===== config.mk =====
export PLATFORM = sky130hd
export DESIGN_NAME = device_arbiter
export DESIGN_NICKNAME = d
export VERILOG_FILES = /design/src/rtl/device_arbiter.sv
export SDC_FILE = /design/constraint.sdc
export NUM_CORES = 1
export LEC_CHECK = 0
export ABC_AREA = 1
export BUFFER_PORTS_ARGS = -buffer_cell sky130_fd_sc_hd__buf_4
export CORE_AREA = 2 2 128 130
export CTS_CLUSTER_DIAMETER = 150
export CTS_CLUSTER_SIZE = 30
export DETAILED_ROUTE_END_ITERATION = 10
export DIE_AREA = 0 0 130 132
export PLACE_DENSITY_LB_ADDON = 0.2
export SLEW_MARGIN = 15
export SYNTH_ARGS = -nofsm -noshare
export SYNTH_HDL_FRONTEND = slang
export SYNTH_SLANG_ARGS = --single-unit

===== constraint.sdc =====
create_clock -name clk -period 1.3 [get_ports clk]
set_clock_uncertainty 0.05 [all_clocks]
set_input_delay 0.065 -clock clk [delete_from_list [all_inputs] [get_ports clk]]
set_output_delay 0.065 -clock clk [all_outputs]
set_load 0.05 [all_outputs]

===== src/rtl/device_arbiter.sv =====
// Two-requester round-robin arbiter in front of a single device port; one transaction in flight.
// Optional WAIT-state timeout that synthesizes a 32'hDEADBEEF response: define DEVICE_ARB_TIMEOUT_EN.
module device_arbiter #(
  parameter int unsigned TIMEOUT_CYCLES = 255
) (
  input  logic        clk,
  input  logic        reset,

  input  logic        in0_req_valid,
  output logic        in0_req_ready,
  input  logic [31:0] in0_req_bits_addr,
  input  logic [31:0] in0_req_bits_data,
  input  logic [1:0]  in0_req_bits_len,
  input  logic        in0_req_bits_fcn,
  input  logic [3:0]  in0_req_bits_wstrb,
  input  logic        in0_req_bits_is_cached,
  input  logic        in0_req_bits_s1_kill,
  output logic        in0_resp_valid,
  input  logic        in0_resp_ready,
  output logic [31:0] in0_resp_bits_data,

  input  logic        in1_req_valid,
  output logic        in1_req_ready,
  input  logic [31:0] in1_req_bits_addr,
  input  logic [31:0] in1_req_bits_data,
  input  logic [1:0]  in1_req_bits_len,
  input  logic        in1_req_bits_fcn,
  input  logic [3:0]  in1_req_bits_wstrb,
  input  logic        in1_req_bits_is_cached,
  input  logic        in1_req_bits_s1_kill,
  output logic        in1_resp_valid,
  input  logic        in1_resp_ready,
  output logic [31:0] in1_resp_bits_data,

  output logic        out_req_valid,
  input  logic        out_req_ready,
  output logic [31:0] out_req_bits_addr,
  output logic [31:0] out_req_bits_data,
  output logic [1:0]  out_req_bits_len,
  output logic        out_req_bits_fcn,
  output logic [3:0]  out_req_bits_wstrb,
  output logic        out_req_bits_is_cached,
  output logic        out_req_bits_s1_kill,
  output logic        out_resp_ready,
  input  logic        out_resp_valid,
  input  logic [31:0] out_resp_bits_data
);

  typedef enum logic [1:0] {ST_IDLE, ST_REQ, ST_WAIT, ST_RESP} state_e;

  state_e      state_q, state_d;
  logic        prio_q, prio_d;    // 1: in1 wins a tie
  logic        owner_q, owner_d;
  logic        first_q, first_d;  // first REQ cycle, when s1_kill applies
  logic [31:0] addr_q, addr_d;
  logic [31:0] wdata_q, wdata_d;
  logic [31:0] rdata_q, rdata_d;
  logic [1:0]  len_q, len_d;
  logic        fcn_q, fcn_d;
  logic [3:0]  wstrb_q, wstrb_d;
  logic        cached_q, cached_d;

  logic grant0, grant1, kill_owner, timeout_hit;

  assign grant0     = in0_req_valid && (!in1_req_valid || !prio_q);
  assign grant1     = in1_req_valid && !grant0;
  assign kill_owner = owner_q ? in1_req_bits_s1_kill : in0_req_bits_s1_kill;

`ifdef DEVICE_ARB_TIMEOUT_EN
  localparam int CNT_W = (TIMEOUT_CYCLES > 1) ? $clog2(TIMEOUT_CYCLES) : 1;
  logic [CNT_W-1:0] cnt_q, cnt_d;

  assign timeout_hit = (cnt_q == CNT_W'(TIMEOUT_CYCLES - 1));
  assign cnt_d = (state_q == ST_WAIT && !out_resp_valid && !timeout_hit) ? cnt_q + 1'b1 : '0;

  always_ff @(posedge clk or negedge reset) begin
    if (!reset) cnt_q <= '0;
    else        cnt_q <= cnt_d;
  end
`else
  assign timeout_hit = 1'b0;
`endif

  always_ff @(posedge clk or negedge reset) begin
    if (!reset) begin
      state_q  <= ST_IDLE;
      prio_q   <= 1'b0;
      owner_q  <= 1'b0;
      first_q  <= 1'b0;
      addr_q   <= '0;
      wdata_q  <= '0;
      rdata_q  <= '0;
      len_q    <= '0;
      fcn_q    <= 1'b0;
      wstrb_q  <= '0;
      cached_q <= 1'b0;
    end else begin
      state_q  <= state_d;
      prio_q   <= prio_d;
      owner_q  <= owner_d;
      first_q  <= first_d;
      addr_q   <= addr_d;
      wdata_q  <= wdata_d;
      rdata_q  <= rdata_d;
      len_q    <= len_d;
      fcn_q    <= fcn_d;
      wstrb_q  <= wstrb_d;
      cached_q <= cached_d;
    end
  end

  always_comb begin
    state_d  = state_q;
    prio_d   = prio_q;
    owner_d  = owner_q;
    first_d  = 1'b0;
    addr_d   = addr_q;
    wdata_d  = wdata_q;
    rdata_d  = rdata_q;
    len_d    = len_q;
    fcn_d    = fcn_q;
    wstrb_d  = wstrb_q;
    cached_d = cached_q;
    unique case (state_q)
      ST_IDLE: begin
        if (grant0 || grant1) begin
          state_d  = ST_REQ;
          owner_d  = grant1;
          prio_d   = grant0;
          first_d  = 1'b1;
          addr_d   = grant1 ? in1_req_bits_addr      : in0_req_bits_addr;
          wdata_d  = grant1 ? in1_req_bits_data      : in0_req_bits_data;
          len_d    = grant1 ? in1_req_bits_len       : in0_req_bits_len;
          fcn_d    = grant1 ? in1_req_bits_fcn       : in0_req_bits_fcn;
          wstrb_d  = grant1 ? in1_req_bits_wstrb     : in0_req_bits_wstrb;
          cached_d = grant1 ? in1_req_bits_is_cached : in0_req_bits_is_cached;
        end
      end
      ST_REQ: begin
        if (first_q && kill_owner) state_d = ST_IDLE;
        else if (out_req_ready)    state_d = ST_WAIT;
      end
      ST_WAIT: begin
        if (out_resp_valid) begin
          rdata_d = out_resp_bits_data;
          state_d = ST_RESP;
        end else if (timeout_hit) begin
          rdata_d = 32'hDEADBEEF;
          state_d = ST_RESP;
        end
      end
      ST_RESP: begin
        if (owner_q ? in1_resp_ready : in0_resp_ready) state_d = ST_IDLE;
      end
      default: state_d = ST_IDLE;
    endcase
  end

  // Handshake outputs are gated by reset so they read 0 while it is held.
  always_comb begin
    in0_req_ready          = reset && (state_q == ST_IDLE) && grant0;
    in1_req_ready          = reset && (state_q == ST_IDLE) && grant1;
    out_req_valid          = reset && (state_q == ST_REQ) && !(first_q && kill_owner);
    out_resp_ready         = reset && (state_q != ST_RESP);
    in0_resp_valid         = reset && (state_q == ST_RESP) && !owner_q;
    in1_resp_valid         = reset && (state_q == ST_RESP) && owner_q;
    in0_resp_bits_data     = rdata_q;
    in1_resp_bits_data     = rdata_q;
    out_req_bits_addr      = addr_q;
    out_req_bits_data      = wdata_q;
    out_req_bits_len       = len_q;
    out_req_bits_fcn       = fcn_q;
    out_req_bits_wstrb     = wstrb_q;
    out_req_bits_is_cached = cached_q;
    out_req_bits_s1_kill   = 1'b0;
  end

endmodule


==> metrics.log, run 1 <==
INFO  metric run_status = complete, but fails checks
INFO  metric failed_checks = setup timing
INFO  metric design_power_total = 30.11 mW
INFO  metric drtIter0Drc = 234
INFO  metric critPathSlowestCell = dfrtp_2
INFO  metric synth-warning-count = 0
INFO  metric clk_latency = 0.34 ns
INFO  metric i_o_pin_count = 329
INFO  metric die_outline_area = 17,160 um^2
INFO  metric grt_use_total = 0.2415
INFO  metric critPathRequiredTime = 1.19 ns
INFO  metric power.share.clock = 0.101
INFO  metric numPlacedInstances = 1,047
INFO  metric setup_slack = -0.3106 ns
INFO  metric remaining_drc_errors = 0
INFO  metric synth_sequential_area_ratio = 0.5072
INFO  metric avgSynthCellArea = 9.867 um^2
INFO  metric cp_num_buf_inv = 3
INFO  metric synthesis.instances = 545
INFO  metric hpwlAfterDp = 13,210 um
INFO  metric startpoint_type = flip-flop
INFO  metric clock_pin_slew_reported_for_the_worst_setup_and_hold_paths_after_clock_tree_synthesis = 0.07 ns
INFO  metric synth-xor-area-share = 0
INFO  metric flip_flop_and_latch_count_after_synthesis = 109
INFO  metric hold_path_depth = 5
INFO  metric synthMostInstantiatedCell = dfrtp_1
INFO  metric diodes = 0
INFO  metric syn_to_final_growth = 106.1%
INFO  metric wl_met2 = 12,070 um
INFO  metric worst_r2r_endpoint = out_req_bits_wstrb[0]$_DFFE_PN0P_
INFO  metric detail_route.first_pass.iterations = 4
INFO  metric synthSimpleGateAreaFrac = 0.1273
INFO  metric fmax = 620.9 MHz
INFO  metric post-route-period-util = 1.239
INFO  metric unrepaired_setup_endpoints_after_global_routing = true
INFO  metric detail_route.wirelength.met1 = 8525 um
INFO  metric detail_route.vias_per_cell = 4.769
INFO  metric power.share.sequential = 0.221
INFO  metric synth.top_cell.area_share = 0.5072
INFO  metric pwr-share-comb = 0.678
INFO  metric drt.antenna.violating_nets = 0
INFO  metric wire_length_of_the_first_global_routing_pass = 32,270 um
INFO  metric async_flop_share = 1.000
INFO  metric via_count_of_the_first_global_routing_pass = 6,340
INFO  metric critPathCaptureType = output pin
INFO  metric timing_worst_slew_pin_value = 0.5998 ns
INFO  metric layoutNonFillerInstCount = 1,267
INFO  metric crit_path_max_fanout = 3
INFO  metric critical-path-max-stage-delay = 0.41 ns
INFO  metric critPathTopFamily = flip-flops
INFO  metric overflow = 0
INFO  metric post_synth_fa_ha_maj_area_fraction = 0
INFO  metric cp.arrival = 1.50 ns
INFO  metric grt_antenna_before_repair = 0
INFO  metric route.detailed.wl_per_inst = 17.99 um
INFO  metric post_synth_edffs = 0
INFO  metric hold_path.startpoint = out_resp_valid
INFO  metric power_density = 2716 nW/um^2
INFO  metric intPower = 14.42 mW
INFO  metric total_cts_buffers = 9
INFO  metric dp_worst_setup_slack = -0.2270 ns
INFO  metric timing_max_transition_violations_final = 0
INFO  metric swShare = 0.5211
INFO  metric floorplan.die.width = 130 um
INFO  metric design.core.area = 15,710 um^2
INFO  metric port_buffers = 327
INFO  metric hold_path_end = state_q[0]$_DFFE_PN0P_
INFO  metric path_cells = inv_2, nor2_4, a21boi_4, inv_2, nor2_4, buf_8
INFO  metric std_cell_rows = 46
INFO  metric postSynthNetCount = 731
INFO  metric synth-compound-area-share = 0.1933
INFO  metric cts_tree = built
INFO  metric max-cap-violations = 0
INFO  metric post-synth-top-area-cell = dfrtp_1
INFO  metric finalHoldViolCount = 0
INFO  metric finish.net_count = 1,232
INFO  metric lkg_pwr = 5.278 nW
INFO  metric met3_wirelength = 1510 um
INFO  metric finish.utilization = 0.7054
INFO  metric clockBufferDepth = 2
INFO  metric drt_wl_total = 22,800 um
INFO  metric synth.mux.area_fraction = 0.06701
INFO  metric ir_worst_vdd = 1.834 mV
INFO  metric detailed_place.area = 7974 um^2
INFO  metric die_height = 132 um
INFO  metric synth_commonest_cells = 109 x dfrtp_1, 82 x nand2_1, 82 x nor2_1
INFO  metric postSynth.topFlopCell = dfrtp_1
INFO  metric path_class = flip-flop to output pin
INFO  metric start_util = 0.3423
INFO  metric layout-drive-gt1-share = 0.5509
INFO  metric crit-reg2reg-launch = state_q[0]$_DFFE_PN0P_
INFO  metric count_of_vias_placed_by_the_detailed_router = 6,042
INFO  metric post_synth_instance_area = 5378 um^2
INFO  metric synth_top_family_by_area = compound AO/OA/AOI/OAI gates
INFO  metric finalCriticalPeriod = 1.611 ns
INFO  metric relSlewSlack = 0.6001
INFO  metric setup.reg_to_reg.worst_slack = -0.30 ns
INFO  metric final_instance_area = 11,080 um^2
INFO  metric clkSinkCount = 109
INFO  metric top_layer_used = met4
INFO  metric clock-root-buffer = clkbuf_16
INFO  metric hold_class = primary input to flip-flop
INFO  metric synth_cell_type_count = 25
INFO  metric grt_start_max_net_pins = 110
INFO  metric cts_htree_levels = 3
INFO  metric total_switching_power = 15.69 mW
INFO  metric globalplace.congestion = 0.8026
INFO  metric synth.top_cells.by_area = dfrtp_1 51%, o21ai_2 12%, mux2_2 6.7%, nand2_1 5.7%, nor2_1 5.7%
INFO  metric finalSetupViolCount = 115
INFO  metric r2r_cells = 7
per-stage QoR:
stage / setup TNS [ns] / hold WS [ns]
5_1_grt: -23.57 / 0.1220
4_1_cts: -15.64 / 0.07743
2_1_floorplan: -0.2929 / -0.2806
6_report: -18.62 / 0.09788
3_5_place_dp: -8.353 / 0.1542
3_3_place_gp: -3.440 / 0.1533
tightest hold or removal path: stages:
cell and delay [ns]:
buf_4 0.12, inv_1 0.05, nand3_1 0.09, nand2_2 0.10, nor2b_2 0.04
sequential cells by signal, indices dropped and copies added (netlist names), named ones only:
register	flops
in0_resp_bits_data	32
state_q	1
out_req_bits_fcn	1
first_q	1
out_req_bits_len	2
out_req_bits_is_cached	1
prio_q	1
out_req_bits_addr	32
out_req_bits_wstrb	4
owner_q	1
out_req_bits_data	32
logic make-up after synthesis:
family / count (synthesis)
other: 1
buffers and inverters: 80
and+or+nand+nor: 174
muxes: 32
DFF: 109
AOI/OAI and AO/OA: 149
area by class of cell:
type | count | area [um^2]
Fill cell | 1104 | 4628
Tap cell | 216 | 270.3
Sequential cell | 109 | 2730
Clock inverter | 6 | 93.84
Clock buffer | 10 | 229.0
Inverter | 12 | 47.55
Timing Repair Buffer | 558 | 5201
Multi-Input combinational cell | 356 | 2512
power groups by stage:
stage	registers (mW)	clock network (mW)	logic, mW
3_3_place_gp	6.26	0	16.9
6_report	6.66	3.04	20.4
3_5_place_dp	6.34	0	17.1
5_1_grt	6.87	3.24	21.3
2_1_floorplan	11.8	0	7.01
4_1_cts	6.31	3.08	18.2
routing by layer:
layer	global-route usage	vias up
met5	0	-
met4	0.09797	0
met3	0.05276	57
met2	0.4439	272
met1	0.2651	2937
li1	-	2776
cell usage in the layout, fill, tap and decap left out, types with 3 or more instances in the layout:
| master | instances |
|---|---|
| clkbuf_16 | 21 |
| nor2_1 | 75 |
| nand2_1 | 37 |
| nand2_4 | 34 |
| buf_12 | 15 |
| inv_2 | 5 |
| buf_16 | 6 |
| nand2_2 | 11 |
| o21ai_1 | 51 |
| inv_1 | 6 |
| dlygate4sd3_1 | 178 |
| buf_8 | 3 |
| nor2_4 | 4 |
| nor3_4 | 3 |
| buf_4 | 337 |
| o21ai_2 | 80 |
| nand3_1 | 4 |
| nor2_2 | 3 |
| buf_6 | 7 |
| o21ai_0 | 12 |
| dfrtp_1 | 107 |
| mux2_2 | 32 |
worst max path at each step:
stage	startpoint	endpoint	slack, ns	depth (start not counted)
after global routing	state_q[0]$_DFFE_PN0P_	in0_req_ready	-0.37	6
final	state_q[0]$_DFFE_PN0P_	out_req_valid	-0.31	6
after CTS	flip-flop	in0_req_ready	-0.33	6
after global placement	state_q[0]$_DFFE_PN0P_	out_req_bits_data[23]$_DFFE_PN0P_	-0.13	4
after detailed placement	state_q[0]$_DFFE_PN0P_	out_req_bits_data[23]$_DFFE_PN0P_	-0.23	4
after floorplan	prio_q$_DFFE_PN0P_	in1_req_ready	-0.15	5
repair_timing:
| item | 4_1_cts | 5_1_grt |
|---|---|---|
| endpoints found under the setup margin | 114 | 115 |
| cloned | 3 | 14 |
| pin swaps | 5 | 6 |
| resized for setup | 31 | 119 |
| endpoints found under the hold margin | 214 | 0 |
| hold buffers | 178 | 0 |
| buffers inserted | 7 | 2 |
Power figures use the tool's default switching activity.
==> run 2: changes to the inputs <==
Settings changed: HOLD_SLACK_MARGIN set to 0.12.
==> metrics.log, run 2 (synthesized netlist as in run 1, its figures left out) <==
INFO  metric power_density = 2716 nW/um^2
INFO  metric setup.reg_to_reg.worst_slack = -0.28 ns
INFO  metric via_count_of_the_first_global_routing_pass = 6,351
INFO  metric detail_route.vias_per_cell = 4.749
INFO  metric worst_setup_path_startpoint = state_q[0]$_DFFE_PN0P_
INFO  metric die_outline_area = 17,160 um^2
INFO  metric power.share.sequential = 0.221
INFO  metric design.core.area = 15,710 um^2
INFO  metric clk_latency = 0.35 ns
INFO  metric multi_input_comb_area = 2511 um^2
INFO  metric clkSinkCount = 109
INFO  metric clock-root-buffer = clkbuf_16
INFO  metric crit-reg2reg-launch = state_q[0]$_DFFE_PN0P_
INFO  metric ir_worst_vdd = 1.834 mV
INFO  metric gr-max-usage-layer = met2
INFO  metric diodes = 0
INFO  metric path_class = flip-flop to output pin
INFO  metric failed_checks = setup timing
INFO  metric setup_slack = -0.3120 ns
INFO  metric groute.layer.met3.usage = 0.05195
INFO  metric ff_latch_area = 2730 um^2
INFO  metric layout-drive-gt1-share = 0.5508
INFO  metric path_cells = inv_2, nor2_4, a21boi_4, inv_2, nor2_4, buf_8
INFO  metric finish.net_count = 1,234
INFO  metric drtIter0Drc = 222
INFO  metric detail_route.first_pass.iterations = 4
INFO  metric grt_use_total = 0.2419
INFO  metric i_o_pin_count = 329
INFO  metric floorplan.die.width = 130 um
INFO  metric start_util = 0.3423
INFO  metric numPlacedInstances = 1,047
INFO  metric layout.filler_cells = 1,102
INFO  metric count_of_vias_placed_by_the_detailed_router = 6,026
INFO  metric pwr-share-comb = 0.678
INFO  metric post-route-period-util = 1.240
INFO  metric finalHoldViolCount = 0
INFO  metric power.share.clock = 0.101
INFO  metric final_instance_area = 11,110 um^2
INFO  metric grt_start_max_net_pins = 110
INFO  metric final_common_cell = buf_4
INFO  metric critPathCaptureType = output pin
INFO  metric cts_tree = built
INFO  metric r2r_cells = 7
INFO  metric globalRouteMet2Util = 0.4447
INFO  metric lkg_pwr = 5.294 nW
INFO  metric layoutNonFillerInstCount = 1,269
INFO  metric intPower = 14.45 mW
INFO  metric cp.arrival = 1.50 ns
INFO  metric startpoint_type = flip-flop
INFO  metric finalSetupViolCount = 115
INFO  metric relSlewSlack = 0.6025
INFO  metric port_buffers = 327
INFO  metric leading_cell_types_in_the_layout_fill_and_taps_excluded = 337 x buf_4, 180 x dlygate4sd3_1, 107 x dfrtp_1
INFO  metric finalCriticalPeriod = 1.612 ns
INFO  metric detailed_place.area = 7974 um^2
INFO  metric route.detailed.wl_per_inst = 18.04 um
INFO  metric worst_r2r_endpoint = out_req_bits_wstrb[0]$_DFFE_PN0P_
INFO  metric fmax = 620.3 MHz
INFO  metric total_switching_power = 15.73 mW
INFO  metric cts_htree_levels = 3
INFO  metric syn_to_final_growth = 106.7%
INFO  metric grt_antenna_before_repair = 0
INFO  metric clockBufferDepth = 2
INFO  metric hpwlAfterDp = 13,210 um
INFO  metric timing_max_transition_violations_final = 0
INFO  metric die_height = 132 um
INFO  metric critical-path-max-stage-delay = 0.41 ns
INFO  metric remaining_drc_errors = 0
INFO  metric overflow = 0
INFO  metric swShare = 0.5213
INFO  metric wire_length_of_the_first_global_routing_pass = 32,310 um
INFO  metric worst_hold_slack = 0.2519 ns
INFO  metric critPathRequiredTime = 1.19 ns
INFO  metric hold_class = primary input to flip-flop
INFO  metric std_cell_rows = 46
INFO  metric critPathSlowestCell = dfrtp_2
INFO  metric run_status = complete, but fails checks
INFO  metric drt_wl_total = 22,900 um
INFO  metric total_cts_buffers = 9
INFO  metric grt.met1_usage = 0.2657
INFO  metric drt.antenna.violating_nets = 0
INFO  metric timing_worst_slew_pin_value = 0.5963 ns
INFO  metric unrepaired_setup_endpoints_after_global_routing = true
INFO  metric clock_pin_slew_reported_for_the_worst_setup_and_hold_paths_after_clock_tree_synthesis = 0.07 ns
INFO  metric design_power_total = 30.18 mW
INFO  metric finish.utilization = 0.7073
INFO  metric globalplace.congestion = 0.8026
INFO  metric crit_path_max_fanout = 3
INFO  metric crit_path_end = out_req_valid
INFO  metric max-cap-violations = 0
-- run 2: cell count changes in the layout (fill, tap and decap cells not counted), sizes merged --
cell / delta
buf: -1
clkbuf: +1
dlygate4sd3: +2
-- run 2: what timing repair did --
item	CTS	global route
pin swaps	5	5
setup buffers	7	2
hold endpoints to repair	215	0
cloned	3	14
gates resized for setup	31	119
endpoints found under the setup margin	114	115
hold buffers	180	0
-- run 2: worst max-delay path: cells and delay by family, from the launching register on --
family | cells | cell delay, ns
flops | 1 | 0.41
buf+inv | 3 | 0.30
compound gates | 1 | 0.20
simple gates | 2 | 0.24
-- run 2: worst min path at each step --
stage | startpoint | to | cells past startpoint | slack, ns
2_1_floorplan | reset | asynchronous set/reset pin | 0 | -0.28
3_3_place_gp | reset | out_req_bits_data[4]$_DFFE_PN0P_ | 2 | 0.15
3_5_place_dp | reset | out_req_bits_data[18]$_DFFE_PN0P_ | 2 | 0.15
4_1_cts | in1_req_bits_s1_kill | flip-flop | 8 | 0.22
5_1_grt | in0_req_valid | owner_q$_DFFE_PN0P_ | 6 | 0.28
6_report | in0_req_valid | owner_q$_DFFE_PN0P_ | 6 | 0.25
-- run 2: power by group through the flow --
stage	Clock [mW]	Sequential, mW	Combinational [mW]
after floorplan	0	11.8	7.01
after global placement	0	6.26	16.9
after detailed placement	0	6.34	17.1
after CTS	3.08	6.31	18.2
after global routing	3.24	6.88	21.3
final	3.05	6.66	20.5
-- run 2: per-stage QoR --
step                      TNS, ns  setup WS, ns
after floorplan           -0.2929       -0.1464
after global placement     -3.440       -0.1252
after detailed placement   -8.353       -0.2270
after CTS                  -15.63       -0.3323
after global routing       -23.53       -0.3682
final                      -17.85       -0.3120
-- run 2: layout make-up --
type                            instances  area share
Sequential cell                       109      0.2457
Clock buffer                           10     0.02060
Inverter                               12    0.004278
Multi-Input combinational cell        356      0.2260
Clock inverter                          6    0.008444
Tap cell                              216     0.02432
Timing Repair Buffer                  560      0.4707
-- run 2: per-layer routing --
metal  up-vias  routed length (um)
met3        58                1471
met2       269               12150
met1      2928                8554
met4         0                 722
met5         -                   0
li1       2771                   -
==> run 3: changes to the inputs <==
Clock period 1.3 ns to 2 ns, I/O delays scaled along.
==> metrics.log, run 3 (synthesized netlist as in run 1, its figures left out) <==
INFO  metric count_of_vias_placed_by_the_detailed_router = 5,728
INFO  metric finalHoldViolCount = 0
INFO  metric worst_setup_path_startpoint = state_q[0]$_DFFE_PN0P_
INFO  metric hpwlAfterDp = 12,460 um
INFO  metric cp.arrival = 1.71 ns
INFO  metric leading_cell_types_in_the_layout_fill_and_taps_excluded = 333 x buf_4, 179 x dlygate4sd3_1, 108 x dfrtp_1
INFO  metric grt_start_max_net_pins = 110
INFO  metric startpoint_type = flip-flop
INFO  metric overflow = 0
INFO  metric relSlewSlack = 0.5542
INFO  metric std_cell_rows = 46
INFO  metric route.detailed.wl_per_inst = 16.48 um
INFO  metric critPathRequiredTime = 1.85 ns
INFO  metric floorplan.die.width = 130 um
INFO  metric layout.filler_cells = 1,200
INFO  metric hold_class = primary input to flip-flop
INFO  metric clk_latency = 0.35 ns
INFO  metric die_outline_area = 17,160 um^2
INFO  metric timing_worst_slew_pin_value = 0.6686 ns
INFO  metric worst_hold_slack = 0.1336 ns
INFO  metric crit-reg2reg-launch = state_q[0]$_DFFE_PN0P_
INFO  metric drt.antenna.violating_nets = 0
INFO  metric power_density = 1750 nW/um^2
INFO  metric grt_use_total = 0.2292
INFO  metric start_util = 0.3423
INFO  metric setup.reg_to_reg.worst_slack = 0.23 ns
INFO  metric cts_htree_levels = 3
INFO  metric remaining_drc_errors = 0
INFO  metric worst_r2r_endpoint = out_req_bits_data[23]$_DFFE_PN0P_
INFO  metric timing_max_transition_violations_final = 0
INFO  metric r2r_cells = 5
INFO  metric i_o_pin_count = 329
INFO  metric grt_antenna_before_repair = 1
INFO  metric post-route-period-util = 0.9313
INFO  metric drt_wl_total = 20,240 um
INFO  metric detail_route.vias_per_cell = 4.664
INFO  metric hold_path.startpoint = in1_req_bits_s1_kill
INFO  metric final_common_cell = buf_4
INFO  metric clock-root-buffer = clkbuf_16
INFO  metric run_status = finished clean
INFO  metric max-cap-violations = 0
INFO  metric design.core.area = 15,710 um^2
INFO  metric multi_input_comb_area = 2102 um^2
INFO  metric hold_path_depth = 6
INFO  metric aggregate_negative_setup_slack = 0 ns
INFO  metric detail_route.first_pass.iterations = 4
INFO  metric finish.net_count = 1,192
INFO  metric clock_pin_slew_reported_for_the_worst_setup_and_hold_paths_after_clock_tree_synthesis = 0.07 ns
INFO  metric wl_met2 = 10,290 um
INFO  metric drtIter0Drc = 214
INFO  metric ir_worst_vdd = 1.069 mV
INFO  metric critPathCaptureType = output pin
INFO  metric top_layer_used = met4
INFO  metric cts_tree = built
INFO  metric via_count_of_the_first_global_routing_pass = 5,977
INFO  metric syn_to_final_growth = 84.25%
INFO  metric met3_wirelength = 1402 um
INFO  metric die_height = 132 um
INFO  metric clkSinkCount = 109
INFO  metric clockBufferDepth = 2
INFO  metric port_buffers = 327
INFO  metric crit_path_max_fanout = 20
INFO  metric finalCriticalPeriod = 1.863 ns
INFO  metric path_class = flip-flop to output pin
INFO  metric ff_latch_area = 2729 um^2
INFO  metric globalplace.congestion = 0.7635
INFO  metric layout-drive-gt1-share = 0.4649
INFO  metric detail_route.wirelength.met1 = 7822 um
INFO  metric fmax = 536.9 MHz
INFO  metric wire_length_of_the_first_global_routing_pass = 30,670 um
INFO  metric total_cts_buffers = 9
INFO  metric finalSetupViolCount = 0
INFO  metric lkg_pwr = 4.765 nW
==> run 3: worst max-delay path by stage <==
| stage | end | cells after the start | slack [ns] |
|---|---|---|---|
| after floorplan | in0_req_ready | 6 | 0.14 |
| after global placement | in0_req_ready | 6 | 0.37 |
| after detailed placement | in0_req_ready | 6 | 0.31 |
| after CTS | in0_req_ready | 6 | 0.06 |
| after global routing | in0_req_ready | 6 | -0.0005 |
| final | in0_req_ready | 6 | 0.14 |
==> run 3: final cells by class <==
| class | instances | area share |
|---|---|---|
| antenna | 1 | 0.0002526 |
| clock buffer | 11 | 0.02450 |
| clock inverter | 5 | 0.01073 |
| inverter | 12 | 0.004799 |
| multi-input combinational | 356 | 0.2121 |
| sequential | 109 | 0.2754 |
| tap | 216 | 0.02728 |
| timing repair buffer | 518 | 0.4449 |
==> run 3: repair_timing <==
action                     4_1_cts  5_1_grt
hold endpoints to repair       215        0
resized for setup                1        2
setup buffers                    1        0
hold buffers                   179        0
pin swaps                        1        0
setup endpoints to repair        1        1
gates cloned                     0        1
==> run 3: layer usage <==
| metal | track usage | vias to the layer above |
|---|---|---|
| met5 | 0 | - |
| met4 | 0.1039 | 0 |
| met3 | 0.05195 | 54 |
| met2 | 0.4023 | 268 |
| met1 | 0.2627 | 2714 |
| li1 | - | 2692 |
==> run 3: critical path, cell delays in order (launching register included) <==
cell     delay, ns
dfrtp_2       0.47
nor3_4        0.23
inv_4         0.13
nor2_1        0.15
inv_1         0.07
nor2_1        0.10
buf_4         0.21
==> run 3: power by group <==
part	switching [mW]	internal, mW	total (mW)
clock	0.836	1.27	2.10
sequential	0.781	3.33	4.11
combinational	7.64	3.49	11.1
total	9.26	8.08	17.3
==> run 3: through the flow <==
step	total power, mW	util	cells	worst slack [ns]	cell area (um^2)
after CTS	17.35	0.6293	1226	0.05503	9888
after global placement	14.74	0.4924	1030	0.3676	7737
after global routing	18.16	0.6306	1228	-0.0005205	9908
final	17.34	0.6306	1228	0.1373	9908
after floorplan	12.08	-	545	0.1421	5384
after detailed placement	14.92	0.4924	1030	0.3082	7737
